### src/rtl/cmd_scheduler_pkg.sv
// Shared command encodings, output FSM states and helpers for cmd_scheduler.
package tama_cmd_pkg;

  localparam logic [7:0] CMD_EAT   = 8'h65;
  localparam logic [7:0] CMD_PLAY  = 8'h70;
  localparam logic [7:0] CMD_BATH  = 8'h62;
  localparam logic [7:0] CMD_SLEEP = 8'h73;
  localparam logic [7:0] CMD_TALK  = 8'h74;
  localparam logic [7:0] CMD_WAKE  = 8'h77;
  localparam logic [7:0] CMD_IDLE  = 8'h00;

  localparam int NUM_BTN = 6;

  typedef enum logic [1:0] {
    IDLE = 2'd0,
    HOLD = 2'd1,
    GAP  = 2'd2
  } sched_state_t;

  // True for the six bytes the stats block understands.
  function automatic logic is_legal_cmd(input logic [7:0] b);
    return (b == CMD_EAT)   || (b == CMD_PLAY) || (b == CMD_BATH) ||
           (b == CMD_SLEEP) || (b == CMD_TALK) || (b == CMD_WAKE);
  endfunction

  // Button index to command byte: e, p, b, s, t, w.
  function automatic logic [7:0] btn_to_cmd(input logic [2:0] idx);
    case (idx)
      3'd0:    return CMD_EAT;
      3'd1:    return CMD_PLAY;
      3'd2:    return CMD_BATH;
      3'd3:    return CMD_SLEEP;
      3'd4:    return CMD_TALK;
      default: return CMD_WAKE;
    endcase
  endfunction

endpackage

### src/rtl/cmd_scheduler_fifo.sv
// Small synchronous command queue; push and pop may coincide even when full.
module cmd_fifo #(
  parameter int DEPTH = 4,
  parameter int WIDTH = 8
) (
  input  logic                           clk,
  input  logic                           rst_n,
  input  logic                           push,
  input  logic                           pop,
  input  logic [WIDTH-1:0]               din,
  output logic [WIDTH-1:0]               dout,
  output logic [$clog2(DEPTH+1)-1:0]     count,
  output logic                           full,
  output logic                           empty
);

  localparam int PW = $clog2(DEPTH);
  localparam int CW = $clog2(DEPTH+1);

  logic [WIDTH-1:0] mem_reg [DEPTH];
  logic [PW-1:0]    wr_ptr_reg;
  logic [PW-1:0]    rd_ptr_reg;
  logic [CW-1:0]    count_reg;
  logic             push_ok;
  logic             pop_ok;

  assign full    = (count_reg == CW'(DEPTH));
  assign empty   = (count_reg == '0);
  // A pop frees the slot being written, so a full queue may still accept.
  assign push_ok = push && (!full || pop);
  assign pop_ok  = pop && !empty;
  assign dout    = mem_reg[rd_ptr_reg];
  assign count   = count_reg;

  // Storage array; no reset so it maps onto distributed RAM.
  always_ff @(posedge clk) begin
    if (push_ok) mem_reg[wr_ptr_reg] <= din;
  end

  // Pointer and occupancy bookkeeping.
  always_ff @(posedge clk) begin
    if (!rst_n) begin
      wr_ptr_reg <= '0;
      rd_ptr_reg <= '0;
      count_reg  <= '0;
    end else begin
      if (push_ok) wr_ptr_reg <= wr_ptr_reg + PW'(1);
      if (pop_ok)  rd_ptr_reg <= rd_ptr_reg + PW'(1);
      count_reg <= count_reg + CW'(push_ok) - CW'(pop_ok);
    end
  end

endmodule

### src/rtl/cmd_scheduler.sv
// Merges UART and button commands into one queue and plays each out as a
// hold-then-release waveform on cmd_out.
module cmd_scheduler #(
  parameter int HOLD_CYCLES = 4,
  parameter int GAP_CYCLES  = 4,
  parameter int FIFO_DEPTH  = 4
) (
  input  logic                              clk,
  input  logic                              rst_n,
  input  logic [7:0]                        uart_data,
  input  logic                              uart_valid,
  input  logic [5:0]                        btn,
  output logic [7:0]                        cmd_out,
  output logic                              busy,
  output logic [$clog2(FIFO_DEPTH+1)-1:0]   fifo_count,
  output logic                              drop
);

  import tama_cmd_pkg::*;

  localparam int CW    = $clog2(FIFO_DEPTH+1);
  localparam int MAXC  = (HOLD_CYCLES > GAP_CYCLES) ? HOLD_CYCLES : GAP_CYCLES;
  localparam int CNT_W = $clog2(MAXC+1);

  logic [5:0]       sync1_reg, sync2_reg, prev_reg, pending_reg, pending_next;
  logic [5:0]       rise, clear;
  logic             uart_legal, can_push, push, pop, found;
  logic [2:0]       sel;
  logic [7:0]       push_data, fifo_dout;
  logic             fifo_full, fifo_empty;
  logic [CW-1:0]    count_next;
  sched_state_t     state_reg, state_next;
  logic [CNT_W-1:0] cnt_reg, cnt_next;
  logic [7:0]       byte_reg, byte_next, cmd_reg, cmd_next;
  logic             busy_reg, busy_next, drop_reg, drop_next;

  // Per-button rising-edge detect and sticky pending flag; a fresh edge wins
  // over a clear landing on the same bit.
  generate
    for (genvar gi = 0; gi < NUM_BTN; gi++) begin : g_btn
      assign rise[gi]         = sync2_reg[gi] & ~prev_reg[gi];
      assign pending_next[gi] = (pending_reg[gi] & ~clear[gi]) | rise[gi];
    end
  endgenerate

  // Button synchronizer, edge history and pending flags.
  always_ff @(posedge clk) begin
    if (!rst_n) begin
      sync1_reg   <= '0;
      sync2_reg   <= '0;
      prev_reg    <= '0;
      pending_reg <= '0;
    end else begin
      sync1_reg   <= btn;
      sync2_reg   <= sync1_reg;
      prev_reg    <= sync2_reg;
      pending_reg <= pending_next;
    end
  end

  // Enqueue arbiter: legal UART byte first, else lowest pending button.
  always_comb begin
    uart_legal = uart_valid && is_legal_cmd(uart_data);
    can_push   = !fifo_full || pop;
    push       = 1'b0;
    push_data  = CMD_IDLE;
    clear      = '0;
    drop_next  = 1'b0;
    found      = 1'b0;
    sel        = '0;
    for (int i = 0; i < NUM_BTN; i++) begin
      if (!found && pending_reg[i]) begin
        found = 1'b1;
        sel   = i[2:0];
      end
    end
    if (uart_legal) begin
      if (can_push) begin
        push      = 1'b1;
        push_data = uart_data;
      end else begin
        drop_next = 1'b1;
      end
    end else if (found && can_push) begin
      push      = 1'b1;
      push_data = btn_to_cmd(sel);
      clear     = 6'b1 << sel;
    end
  end

  cmd_fifo #(
    .DEPTH (FIFO_DEPTH),
    .WIDTH (8)
  ) u_fifo (
    .clk   (clk),
    .rst_n (rst_n),
    .push  (push),
    .pop   (pop),
    .din   (push_data),
    .dout  (fifo_dout),
    .count (fifo_count),
    .full  (fifo_full),
    .empty (fifo_empty)
  );

  // Output FSM next state, plus next values of the registered outputs.
  always_comb begin
    state_next = state_reg;
    cnt_next   = cnt_reg;
    byte_next  = byte_reg;
    pop        = 1'b0;
    case (state_reg)
      IDLE: begin
        if (!fifo_empty) begin
          pop        = 1'b1;
          byte_next  = fifo_dout;
          cnt_next   = CNT_W'(HOLD_CYCLES - 1);
          state_next = HOLD;
        end
      end
      HOLD: begin
        if (cnt_reg == '0) begin
          cnt_next   = CNT_W'(GAP_CYCLES - 1);
          state_next = GAP;
        end else begin
          cnt_next = cnt_reg - CNT_W'(1);
        end
      end
      GAP: begin
        if (cnt_reg == '0) state_next = IDLE;
        else               cnt_next   = cnt_reg - CNT_W'(1);
      end
      default: state_next = IDLE;
    endcase
    count_next = fifo_count + CW'(push) - CW'(pop);
    cmd_next   = (state_next == HOLD) ? byte_next : CMD_IDLE;
    busy_next  = (state_next != IDLE) || (count_next != '0);
  end

  // FSM state, hold/gap counter, latched byte and output registers.
  always_ff @(posedge clk) begin
    if (!rst_n) begin
      state_reg <= IDLE;
      cnt_reg   <= '0;
      byte_reg  <= CMD_IDLE;
      cmd_reg   <= CMD_IDLE;
      busy_reg  <= 1'b0;
      drop_reg  <= 1'b0;
    end else begin
      state_reg <= state_next;
      cnt_reg   <= cnt_next;
      byte_reg  <= byte_next;
      cmd_reg   <= cmd_next;
      busy_reg  <= busy_next;
      drop_reg  <= drop_next;
    end
  end

  assign cmd_out = cmd_reg;
  assign busy    = busy_reg;
  assign drop    = drop_reg;

endmodule

### config.mk
export PLATFORM = sky130hd
export DESIGN_NAME = cmd_scheduler
export DESIGN_NICKNAME = d
export VERILOG_FILES = /design/src/rtl/cmd_scheduler_pkg.sv /design/src/rtl/cmd_scheduler_fifo.sv /design/src/rtl/cmd_scheduler.sv
export SDC_FILE = /design/constraint.sdc
export NUM_CORES = 1
export LEC_CHECK = 0
export BUFFER_PORTS_ARGS = -buffer_cell sky130_fd_sc_hd__clkbuf_2
export CAP_MARGIN = 15
export CORE_MARGIN = 4
export CORE_UTILIZATION = 49
export CTS_BUF_LIST = sky130_fd_sc_hd__clkbuf_16
export CTS_CLUSTER_SIZE = 25
export DETAILED_ROUTE_END_ITERATION = 10
export GPL_ROUTABILITY_DRIVEN = 1
export GPL_TIMING_DRIVEN = 0
export PLACE_DENSITY = 0.67
export SETUP_SLACK_MARGIN = 0.02
export SYNTH_ARGS = -nofsm -noshare
export SYNTH_HDL_FRONTEND = slang
export SYNTH_SLANG_ARGS = --single-unit
### constraint.sdc
create_clock -name clk -period 4.7 [get_ports clk]
set_input_delay 0.47 -clock clk [delete_from_list [all_inputs] [get_ports clk]]
set_output_delay 0.47 -clock clk [all_outputs]
set_load 0.01 [all_outputs]
==> Word level (Yosys, flattened, before mapping) <==
Memories as Yosys holds them, arrays and structs flattened. A register that Yosys moved wholly into a read port is not among the register bits.
Index checks and enable logic that the tools add are counted.
Widths: inputs -> output; s select.
{ "totals": {"out_inout_bits": 13, "register_bits": 54, "input_bits": 17, "rom_bits": 0, "ramBits": 32, "latch_bits": 0, "memories": 1, "wordCells": 138} }
{ "op_classes": {"shift": 1, "n_eq_ne": 16, "multipliers": 0, "order_cmp": 0, "add_sub_neg": 7, "mux": 37, "n_reduce_logical": 33, "n_div": 0, "bitwise_logic": 30} }
{ "memory_table": {"columns": ["memory", "depth", "width", "read_ports", "rd_ports_with_merged_regs", "wr", "line", "text"], "rows": [
  ["u_fifo.mem_reg", 4, 8, 1, 1, 1, "cmd_scheduler_fifo.sv:20", "logic [WIDTH-1:0] mem_reg [DEPTH];"]
]} }
{ "op_table": {"columns": ["op", "count"], "rows": [
  ["$eq 8x7->1 const B", 6],
  ["$mux 8", 4],
  ["$pmux 5 s5", 1],
  ["$mux 3", 7],
  ["$mux 1", 15],
  ["$and 1x1->1", 12],
  ["$mux 6", 2],
  ["$not 1->1", 12],
  ["$mux 2", 5],
  ["$logic_and 1x1->1", 9],
  ["$logic_not 3->1", 3],
  ["$pmux 3 s3", 1],
  ["$logic_not 1->1", 7],
  ["$logic_or 1x1->1", 7],
  ["$mux 7", 1],
  ["$add 3x1->3", 2],
  ["$eq 3x2->1 const B", 2],
  ["$eq 3x3->1 const B", 2],
  ["$or 1x1->1", 6],
  ["$pmux 2 s3", 1],
  ["$reduce_bool 3->1", 2],
  ["$shl 1x3->6 const A", 1],
  ["$sub 3x1->3", 2],
  ["$add 2x1->2 const B", 2],
  ["9 further kinds", 12]
]} }

==> Longest topological paths before layout <==
Gate-level depths: netlist of the first run.
{ "logic_depth": {"word_depth": 23, "mapped_depth": 11, "ltp_nobuf": 10} }

==> Cells and area by module <==
A second synthesis of the first run with hierarchy kept.
{ "hier_totals": {"cells_unflattened": 295, "area_unflattened_um2": 3617.2} }
{ "modules_own_cells": {"columns": ["mod", "seq_area_each_um2", "area_per_inst_um2", "cells_each", "instances"], "rows": [
  ["cmd_scheduler", 940.9, 1980.6, 202, 1],
  ["cmd_fifo", 1141.1, 1636.6, 93, 1]
]} }

==> Least setup slack after synthesis of the first run <==
No wires, ideal clock.
{ "synth_timing": {"kind": "register -> register", "start": "register state_reg[0]", "end": "register busy_reg (netlist: busy)", "stages_incl_launch_ff": 10, "arrival_time_ps": 2360, "path_slack_ps": 2213, "cell_sequence": "dfxtp_1 > inv_1 > ha_1 > nor4b_2 > clkbuf_1 > nor2_1 > ha_1 > fa_1 > nor4_1 > o21bai_1"} }
{ "synth_via": {"elab_chain_len": 10} }
{ "synth_lines": {"columns": ["item", "line", "text"], "rows": [
  ["start, declared", "cmd_scheduler.sv:32", "sched_state_t state_reg, state_next;"],
  ["start signal, assigned", "cmd_scheduler.sv:150", "state_reg <= state_next;"],
  ["$logic_not 2->1", "cmd_scheduler.sv:112", "case (state_reg)"],
  ["$mux 1", "cmd_scheduler.sv:112", null],
  ["$logic_or 1x1->1", "cmd_scheduler.sv:64", "can_push = !fifo_full || pop;"],
  ["$logic_and 1x1->1", "cmd_scheduler.sv:84", "end else if (found && can_push) begin"],
  ["$mux 1", "cmd_scheduler.sv:84", null],
  ["$mux 1", "cmd_scheduler.sv:77", "if (uart_legal) begin"],
  ["$add 3x1->3", "cmd_scheduler.sv:135", "count_next = fifo_count + CW'(push) - CW'(pop);"],
  ["$sub 3x1->3", "cmd_scheduler.sv:135", null],
  ["$reduce_bool 3->1", "cmd_scheduler.sv:137", "busy_next = (state_next != IDLE) || (count_next != '0);"],
  ["$logic_or 1x1->1 *", "cmd_scheduler.sv:137", null],
  ["end signal, assigned", "cmd_scheduler.sv:154", "busy_reg <= busy_next;"],
  ["end, declared", "cmd_scheduler.sv:35", "logic busy_reg, busy_next, drop_reg, drop_next;"]
]} }
Mark *: on every way between the ends. The rest lies on a longest branch, timed or not.
A chain may end at the register's enable or synchronous reset.

==> Worst setup path in the final report of the first run <==
Ends and elaborated chain as after synthesis.

==> key figures, run 1 <==
Critical path
  – Crit path DAT: between 3 and 4 ns
  – Worst setup path category: reg2reg
  – CP max FO: 10
  – Startpoint Class: flip-flop
  – CP endpoint kind: flip-flop
  – Worst Path Required: approximately 4.9 ns

Synthesis
  – Seq/Total Area, Yosys: roughly three fifths
  – Cell Area, Synth: 3560 um^2
  – Post-synth top area share: about a third
  – Count leader, synth: dfxtp_1
  – Largest cells by area after synthesis: dfxtp_1 (32%), edfxtp_1 (27%), mux4_2 (5.1%)
  – Synth Area per Inst: roughly 12 um^2
  – Post-synth cell types: 50
  – Async set or reset register ratio after synthesis: 0%
  – EDFF count, synth: 32
  – Yosys reg bits: approximately 90
  – Yosys top cell by area: dfxtp_1
  – Ys Warns: 0
  – Post-synth top cells: dfxtp_1 (56), nor2_1 (39), edfxtp_1 (32)
  – Cells after Synth: between 200 and 300
  – Synth Flop Type: dfxtp_1

Final layout
  – Fillers: about 610
  – Layout overhead on the synthesized area: 16.9%
  – Post-layout util: about three fifths
  – Multi-input logic area: roughly 1400 um^2
  – Max reg flops: 32
  – Reg area: 2080 um^2
  – Layout cell share with drive strength beyond 1: a little under a fifth
  – Layout net count: 372
  – Antenna diodes: 0
  – Final instance area: just over 4000 um^2

Floorplanning
  – Die Area: a little under 9000 um^2
  – Die X: between 90 and 100 um
  – Core area: between 6000 and 7000 um^2
  – Initial core utilization: between 50% and 60%
  – Core Rows: 30
  – I/O Pins: 30
  – Die Y: approximately 93 um

Drt
  – DRC viols: 0
  – WL per Instance: roughly 13 um
  – Routed vias: between 2000 and 2500
  – ANT nets after route: 0
  – DR iter-0 viols: 58
  – Total Routed Length: between 5 and 6 mm
  – Vias/cell: approximately 5
  – DRT Pass-1 Iters: 4

Clocking
  – CTS H-tree lvls: 3
  – Clock buffer depth: 2
  – Clock sink count: between 80 and 90
  – Clk slew on worst S/H paths: about 0.06 ns
  – Root Driver: clkbuf_16
  – CTS tree: built
  – Hold_buf cts: 0
  – CTS resizes: 0
  – Num CTS Buffers: 9
  – Postcts setup bufs: 0
  – Clock insertion delay at the later pin of the skew report: between 0.3 and 0.4 ns

Power
  – Pwr/cell area: 585 nW/um^2
  – Power Internal: 1690 uW
  – Switching power: 739 uW
  – Sw frac: a little under a third
  – Lkg Pwr: approximately 0.0017 uW
  – Clock power frac: between 20 and 30%
  – Peak VDD IR: around 0.00025 V
  – Combinational share of power: slightly below 30%
  – Reg power frac: 40.5%

Run status
  – Status: completed

Timing
  – Post-layout min period: slightly above 3 ns
  – Worst slew pin tran: just under 0.6 ns
  – Final setup violation count: 0
  – Final Max Tran Viols: 0
  – Setup TNS: 0 ns
  – Slew margin rel.: between 60% and 70%
  – Endpoints failing hold: 0
  – Clk_skew: between 0.01 and 0.015 ns
  – Max Clock Freq: 332 MHz
  – Final Cycle Share: between 60% and 70%
  – Hold_ws: ~0.34 ns
  – RSZ-0062 raised after global routing: false

GRT
  – Total GRT Usage: 14.8%
  – Vias in the first global route: between 2000 and 2500
  – Grt ovf: 0
  – Largest net degree at the start of global routing: 16
  – Initial antenna violation count: 0
  – First-pass GRT wire length: approximately 9.8 mm

Placement
  – Placer congestion estimate: just under 0.8
  – Cell Area, Placed: around 3800 um^2
  – Detailed Place HPWL: 4.20 mm
  – Port-buffer cells: 28

Hold path
  – Worst hold path type: in2reg

Run
  – Max_cap viols: 0
[metal layers]
metal	routed length, um	GRT usage, %	vias to the layer above
li1	-	-	1119
met1	2870	20.1	1041
met2	2640	21.9	41
met3	242	4.10	5
met4	65	6.96	0
met5	0	0	-
[worst paths after layout]
path                                start                 endpoint  slack (ns)  cells past startpoint
hold / removal                     btn[1]  sync1_reg[1]$_SDFF_PN0_        0.34                      2
hold reg to reg   sync2_reg[4]$_SDFF_PN0_   prev_reg[4]$_SDFF_PN0_        0.43                      2
setup / recovery  state_reg[0]$_SDFF_PN0_          busy$_SDFF_PN0_        1.68                      9
setup reg to reg  state_reg[0]$_SDFF_PN0_          busy$_SDFF_PN0_        1.68                      9
[critical path: stages (launching register included)]
cell      delay [ns]
dfxtp_1         0.40
inv_1           0.08
ha_1            0.29
nor4b_2         0.54
clkbuf_1        0.43
nor2_1          0.13
ha_1            0.23
fa_1            0.42
nor4_1          0.28
o21bai_1        0.08
[power groups by stage]
stage,clock network (uW),logic [uW],registers (uW)
4_1_cts,744,729,986
3_3_place_gp,0,713,997
6_report,729,720,985
5_1_grt,784,818,1000
3_5_place_dp,0,723,1000
2_1_floorplan,0,551,1010
[kinds of logic (layout without fill, tap and decap cells)]
group	after synthesis	in the layout	share of synthesized area (%)
XOR/XNOR	6	6	1.48
AO/OA/AOI/OAI	34	34	7.50
multiplexers	17	17	7.60
adder cells (fa/ha/maj)	16	16	6.05
flip-flops	88	88	58.6
AND/OR/NAND/NOR	102	102	15.3
buffers and inverters	29	73	3.38
other	1	8	0.105
[per-stage QoR]
stage	cells	power, uW	worst slack (ns)
5_1_grt	440	2600	1.47
4_1_cts	440	2460	1.67
6_report	440	2430	1.68
3_3_place_gp	424	1710	1.70
3_5_place_dp	424	1730	1.69
2_1_floorplan	300	1560	2.21
[final cells by class]
| type | count | area share, % |
|---|---|---|
| clock inverters | 6 | 1.54 |
| clock buffers | 10 | 6.02 |
| well taps | 96 | 2.89 |
| flip-flops and latches | 88 | 50.1 |
| repair buffers | 28 | 3.37 |
| inverters | 17 | 1.54 |
| multi-input cells | 183 | 33.2 |
| plain buffers | 12 | 1.35 |
[cells in the final DEF, fill, tap and decap left out, types with 2 or more instances in the layout]
cell / count
dfxtp_1: 56
nor2_1: 39
edfxtp_1: 32
clkbuf_2: 28
inv_1: 18
and2_1: 18
ha_1: 14
a21oi_1: 10
clkbuf_16: 10
mux2i_1: 9
nand2_1: 8
mux4_2: 8
conb_1: 8
clkbuf_1: 7
and3_1: 6
nor3_1: 6
nor2b_1: 5
xnor2_1: 4
nor4_1: 4
o21ai_0: 4
nand2b_1: 4
buf_2: 3
nand3_1: 3
nor3_2: 2
xor2_1: 2
o21ai_1: 2
o211ai_1: 2
o211a_1: 2
fa_1: 2
inv_6: 2
(Power assumes the default switching activity.)
==> run 2, diff against run 1 <==
Settings changed: ABC_AREA from default to 1.
Clock period 4.7 ns to 2.9 ns, I/O delays scaled along.
==> run 2 against run 1 <==
  * Critical path depth grew 2
  * Final cell count grew 28%
  * Wire length grew 16%
  * Hold slack lost 0.21 ns
  * Synthesized cell count grew 41%
  * Global-route usage grew 1.6 points
  * Register-to-register slack lost 1.3 ns
  * Cell area grew 4.2%
  * Utilization shrank 1.1 points
  * Sequential power grew 71%
  * Die area grew 4.6%
  * Clock power grew 59%
==> key figures, run 2 <==
Synthesis
  – Synth Area per Inst: 9.04 um^2 (-25%)
  – Post-synth top cells: nand2_1 (68), nor2_1 (68), inv_1 (59)
  – Cell Area, Synth: 3730 um^2 (+5.0%)
  – Post-synth cell types: 33 (-34%)
  – EDFF count, synth: 32 (unchanged)
  – Synth Flop Type: dfxtp_1
  – Cells after Synth: 413 (+41%)
  – Post-synth top area share: 30.0% (-1.5 points)
  – Async set or reset register ratio after synthesis: 0% (unchanged)
  – Seq/Total Area, Yosys: 55.7% (-2.8 points)
  – Yosys reg bits: 88 (unchanged)
  – Yosys top cell by area: dfxtp_1
  – Ys Warns: 0 (unchanged)
  – Largest cells by area after synthesis: dfxtp_1 (30%), edfxtp_1 (26%), nand2_1 (6.8%)

Placement
  – Port-buffer cells: 28 (unchanged)
  – Cell Area, Placed: 4030 um^2 (+4.8%)
  – Placer congestion estimate: 0.829 (+6.8%)
  – Setup WS pre-CTS: 0.372 ns (-1.32 ns)
  – Detailed Place HPWL: 4.78 mm (+14%)

Timing
  – Final Cycle Share: 86.8% (+23 points)
  – RSZ-0062 raised after global routing: false
  – Final WS setup: 0.383 ns (-1.30 ns)
  – Setup TNS: 0 ns (unchanged)
  – Worst slew pin tran: 0.789 ns (+0.208 ns)
  – Final Max Tran Viols: 0 (unchanged)
  – Final setup violation count: 0 (unchanged)
  – Clk_skew: 0.00565 ns (-0.00445 ns)
  – Endpoints failing hold: 0 (unchanged)
  – Max Clock Freq: 397 MHz (+20%)
  – Post-layout min period: 2.52 ns (-0.499 ns)
  – Slew margin rel.: 47.2% (-14 points)

Hold path
  – Hold EP: sync1_reg[2]$_SDFF_PN0_
  – Hold_sp: btn[2]
  – Worst Hold Depth: 3 (+1)
  – Worst hold path type: in2reg

Drt
  – Total Routed Length: 6.77 mm (+16%)
  – Routed vias: 2667 (+21%)
  – ANT nets after route: 0 (unchanged)
  – WL per Instance: 12.0 um (-9.1%)
  – Vias/cell: 4.74 (-5.5%)
  – DRT Pass-1 Iters: 4 (unchanged)
  – DR iter-0 viols: 137 (+140%)
  – DRC viols: 0 (unchanged)

Final layout
  – Fillers: 632 (+2.9%)
  – Max reg flops: 32 (unchanged)
  – Multi-input logic area: 1370 um^2 (-0.63%)
  – Most frequent cells in the layout: nand2_1 (68), nor2_1 (68), inv_1 (59), dfxtp_1 (56), edfxtp_1 (32)
  – Layout cell share with drive strength beyond 1: 17.2% (-0.78 points)
  – Layout net count: 492 (+32%)
  – Layout overhead on the synthesized area: 15.9%
  – Antenna diodes: 0 (unchanged)
  – Final instance area: 4330 um^2 (+4.2%)
  – Reg area: 2080 um^2 (unchanged)

Clocking
  – Num CTS Buffers: 9 (unchanged)
  – CTS H-tree lvls: 3 (unchanged)
  – Clk slew on worst S/H paths: 0.06 ns (about the same)
  – Hold_buf cts: 0 (unchanged)
  – Clock insertion delay at the later pin of the skew report: 0.33 ns (about the same)
  – Root Driver: clkbuf_16
  – Clock sink count: 88 (unchanged)
  – Postcts setup bufs: 0 (unchanged)
  – Clock buffer depth: 2 (unchanged)
  – CTS resizes: 0 (unchanged)
  – CTS tree: built

Critical path
  – Worst setup path category: reg2reg
  – Worst reg2reg startpoint: state_reg[0]$_SDFF_PN0_
  – CP endpoint kind: flip-flop
  – Worst Path Required: 3.16 ns (-1.74 ns)
  – CP max FO: 8 (-2)
  – Worst reg2reg endpoint: busy$_SDFF_PN0_
  – Crit path DAT: 2.78 ns (-0.44 ns)
  – R2r setup slk: 0.38 ns (-1.30 ns)
  – Worst Setup SP: state_reg[0]$_SDFF_PN0_
  – Startpoint Class: flip-flop
  – Worst reg2reg path depth: 11 (+2)

Floorplanning
  – Die Y: 95.3 um (+2.3%)
  – I/O Pins: 30 (unchanged)
  – Core area: 7330 um^2 (+6.1%)
  – Die X: 95.3 um (+2.3%)
  – Initial core utilization: 50.9% (-0.54 points)
  – Die Area: 9080 um^2 (+4.6%)
  – Core Rows: 31 (+3.3%)

GRT
  – Total GRT Usage: 16.4% (+1.6 points)
  – First-pass GRT wire length: 11.2 mm (+13%)
  – Largest net degree at the start of global routing: 17 (+1)
  – Initial antenna violation count: 0 (unchanged)
  – Grt ovf: 0 (unchanged)
  – Vias in the first global route: 2453 (+18%)

Power
  – Lkg Pwr: 0.00204 uW (+22%)
  – Peak VDD IR: 0.000473 V (+92%)
  – Pwr/cell area: 1000 nW/um^2 (+71%)
  – Power Total: 4330 uW (+78%)

Run
  – Max_cap viols: 0 (unchanged)

Run status
  – Status: completed
-- run 2: layer usage --
layer,vias to the layer above,track usage (%),part of all wire (%)
met5,-,0,0
met4,0,7.21,1.8
met3,10,3.16,4.3
met2,57,27.8,49
met1,1203,20.3,45
li1,1397,-,-
-- run 2: power breakdown --
part	total (uW)	internal [uW]	leakage, uW	switching [uW]
logic	1490	562	0.00114	927
clock network	1160	678	0.000146	484
registers	1680	1570	0.000758	108
-- run 2: cell type report --
class                      instances  share of cell area, %
timing repair buffer              28                   3.24
multi-input combinational        255                   31.7
sequential                        88                   48.1
clock inverter                     7                   1.82
inverter                          66                   5.72
tap                               99                   2.86
clock buffer                       9                   5.20
buffer                            11                   1.39
-- run 2: how the worst max path moves through the flow --
stage                            endpoint  slack [ns]  cells past startpoint
after floorplan           busy$_SDFF_PN0_        0.71                     13
after global placement    busy$_SDFF_PN0_        0.38                     11
after global routing      busy$_SDFF_PN0_        0.22                     11
after CTS                 busy$_SDFF_PN0_        0.35                     11
final                     busy$_SDFF_PN0_        0.38                     11
after detailed placement  busy$_SDFF_PN0_        0.37                     11
-- run 2: logic make-up (layout without fill, tap and decap cells) --
logic type	after synthesis	in the layout	share of synthesized area, %
and+or+nand+nor	173	173	21.2
AOI/OAI and AO/OA	58	58	8.94
adders and majority gates	16	16	5.76
buffers and inverters	77	121	8.24
other	1	8	0.100
DFF	88	88	55.7
-- run 2: critical path, stage by stage (launching register included) --
cell      delay [ns]
dfxtp_1         0.36
inv_1           0.10
ha_1            0.25
inv_1           0.13
nand4_4         0.18
nand4_2         0.27
nand2_1         0.09
ha_1            0.21
fa_1            0.38
nand3b_1        0.16
and3_1          0.18
a31oi_1         0.14
-- run 2: per-stage QoR --
step / util [%] / hold WS, ns / cells
2_1_floorplan: - / 0.388 / 420
3_3_place_gp: 54.9 / 0.393 / 547
3_5_place_dp: 54.9 / 0.398 / 547
4_1_cts: 59.1 / 0.128 / 563
5_1_grt: 59.1 / 0.152 / 563
6_report: 59.1 / 0.132 / 563
==> run 3, diff against run 2 <==
Settings changed: CTS_BUF_LIST sky130_fd_sc_hd__clkbuf_16 to sky130_fd_sc_hd__clkbuf_8, REMOVE_ABC_BUFFERS from default to 1.
==> run 3 against run 2 <==
  * Non-clock buffer count fell by 10
  * Clock skew rose by 0.0023 ns
  * Clock-buffer cell count did not move
  * Critical path depth did not move
  * Utilization fell by 2.3 points
  * Largest power group unchanged
  * Register-to-register slack barely moved
  * Die area did not move
  * Wire length fell by 7.5%
  * First-iteration DRC count fell by 19%
  * Via count fell by 3.1%
  * Critical path type unchanged
==> key figures, run 3 (synthesis gave the netlist of run 2 again) <==
Hold path
  – Worst hold path type: in2reg

Clocking
  – CTS tree: built
  – Num CTS Buffers: 9 (unchanged)
  – Postcts setup bufs: 0 (unchanged)
  – Root Driver: clkbuf_8
  – Clock insertion delay at the later pin of the skew report: 0.35 ns (+0.02 ns)
  – Clock buffer depth: 2 (unchanged)
  – CTS resizes: 0 (unchanged)
  – Clk slew on worst S/H paths: 0.09 ns (+0.03 ns)
  – Hold_buf cts: 0 (unchanged)
  – Clock sink count: 88 (unchanged)
  – CTS H-tree lvls: 3 (unchanged)

Power
  – Peak VDD IR: 0.000357 V (-25%)
  – Combinational share of power: 35.1% (+0.7 points)
  – Power Internal: 2480 uW (-12%)
  – Switching power: 1410 uW (-6.9%)
  – Pwr/cell area: 936 nW/um^2 (-6.5%)
  – Sw frac: 36.3% (+1.3 points)
  – Clock power frac: 20.9% (-5.9 points)
  – Power Total: 3890 uW (-10%)
  – Lkg Pwr: 0.00196 uW (-3.9%)
  – Reg power frac: 44.0% (+5.2 points)

GRT
  – Largest net degree at the start of global routing: 35 (+18)
  – Initial antenna violation count: 0 (unchanged)
  – Total GRT Usage: 15.8% (-0.65 points)
  – Grt ovf: 0 (unchanged)
  – Vias in the first global route: 2456 (+0.12%)
  – First-pass GRT wire length: 10.8 mm (-2.8%)

Drt
  – Routed vias: 2584 (-3.1%)
  – ANT nets after route: 0 (unchanged)
  – Vias/cell: 4.67 (-1.4%)
  – DRT Pass-1 Iters: 6 (+2)
  – DRC viols: 0 (unchanged)
  – WL per Instance: 11.3 um (-5.9%)
  – DR iter-0 viols: 111 (-19%)
  – Total Routed Length: 6.26 mm (-7.5%)

Final layout
  – Post-layout util: 56.7% (-2.3 points)
  – Antenna diodes: 0 (unchanged)
  – Layout net count: 482 (-2.0%)
  – Max reg flops: 32 (unchanged)
  – Layout cell share with drive strength beyond 1: 15.6% (-1.6 points)
  – Layout overhead on the synthesized area: 11.4%
  – Final instance area: 4160 um^2 (-3.9%)
  – Most frequent cells in the layout: nand2_1 (68), nor2_1 (68), inv_1 (61), dfxtp_1 (56), edfxtp_1 (32)

Timing
  – Clk_skew: 0.00795 ns (+0.00230 ns)
  – Post-layout min period: 2.50 ns (-0.0148 ns)
  – Setup TNS: 0 ns (unchanged)
  – Worst slew pin tran: 0.837 ns (+0.0476 ns)
  – Final WS setup: 0.398 ns (+0.0148 ns)
  – Slew margin rel.: 44.0% (-3.2 points)
  – Endpoints failing hold: 0 (unchanged)
  – Max Clock Freq: 400 MHz (+0.59%)
  – Final setup violation count: 0 (unchanged)
  – Final Cycle Share: 86.3% (-0.51 points)
  – RSZ-0062 raised after global routing: false
  – Final Max Tran Viols: 0 (unchanged)

Critical path
  – Startpoint Class: flip-flop
  – Crit path DAT: 2.77 ns (about the same)
  – Worst setup path category: reg2reg
  – CP max FO: 8 (unchanged)
  – Worst Path Required: 3.17 ns (about the same)
  – CP endpoint kind: flip-flop

Floorplanning
  – Die Area: 9080 um^2 (unchanged)
  – I/O Pins: 30 (unchanged)
  – Initial core utilization: 50.9% (unchanged)
  – Die X: 95.3 um (unchanged)
  – Die Y: 95.3 um (unchanged)
  – Core area: 7330 um^2 (unchanged)
  – Core Rows: 31 (unchanged)

Placement
  – Detailed Place HPWL: 4.33 mm (-9.4%)
  – Setup WS pre-CTS: 0.397 ns (+0.0252 ns)
  – Cell Area, Placed: 3970 um^2 (-1.4%)
  – Port-buffer cells: 29 (+3.6%)
  – Placer congestion estimate: 0.814 (-1.8%)

Run
  – Max_cap viols: 0 (unchanged)

Run status
  – Status: completed
-- run 3: changes by cell type in the layout (fill, tap and decap cells not counted), moves of 2 or more --
| cell | before | now |
|---|---|---|
| buf_2 | 6 | 0 |
| inv_6 | 2 | 0 |
| clkbuf_8 | 0 | 9 |
| inv_1 | 59 | 61 |
| clkinv_2 | 0 | 2 |
| clkbuf_1 | 2 | 0 |
| clkbuf_16 | 9 | 0 |
| buf_4 | 3 | 0 |
-- run 3: metrics by stage --
stage / instances / hold slack (ns)
2_1_floorplan: 409 / 0.383
3_3_place_gp: 537 / 0.393
3_5_place_dp: 537 / 0.399
4_1_cts: 553 / 0.102
5_1_grt: 553 / 0.0999
6_report: 553 / 0.113
-- run 3: path summary, 6_finish.rpt --
kind / startpoint / end / slack [ns] / cells past startpoint
worst max-delay path: state_reg[0]$_SDFF_PN0_ / busy$_SDFF_PN0_ / 0.40 / 11
worst min-delay path: btn[3] / sync1_reg[3]$_SDFF_PN0_ / 0.11 / 3
worst max register to register: state_reg[0]$_SDFF_PN0_ / busy$_SDFF_PN0_ / 0.40 / 11
worst min register to register: sync1_reg[0]$_SDFF_PN0_ / sync2_reg[0]$_SDFF_PN0_ / 0.41 / 2
-- run 3: layout make-up --
| class | instances | area (um^2) |
|---|---|---|
| Sequential cell | 88 | 2080 |
| Fill cell | 656 | 3170 |
| Multi-Input combinational cell | 255 | 1370 |
| Clock inverter | 7 | 65.1 |
| Timing Repair Buffer | 29 | 145 |
| Inverter | 66 | 248 |
| Tap cell | 99 | 124 |
| Clock buffer | 9 | 124 |
-- run 3: routing by layer --
metal	wire [um]	vias to the layer above	GRT usage (%)	part of all wire, %
met4	73	0	6.13	1.2
met3	320	6	3.87	5.1
met1	2860	1149	18.9	46
met2	3000	55	27.1	48
li1	-	1374	-	-
met5	0	-	0	0
-- run 3: power by group through the flow --
stage	sequential, uW	clock, uW	combinational, uW
after floorplan	1750	0	1000
after global placement	1730	0	1340
after CTS	1720	835	1380
after global routing	1750	902	1580
after detailed placement	1740	0	1370
final	1710	812	1370
-- run 3: critical path, cell delays in order (launching register included) --
cell and delay [ns]:
dfxtp_1 0.37, inv_1 0.10, ha_1 0.26, inv_1 0.14, nand4_4 0.16, nand4_2 0.24, nand2_1 0.09, ha_1 0.21
fa_1 0.37, nand3b_1 0.16, and3_1 0.18, a31oi_1 0.14
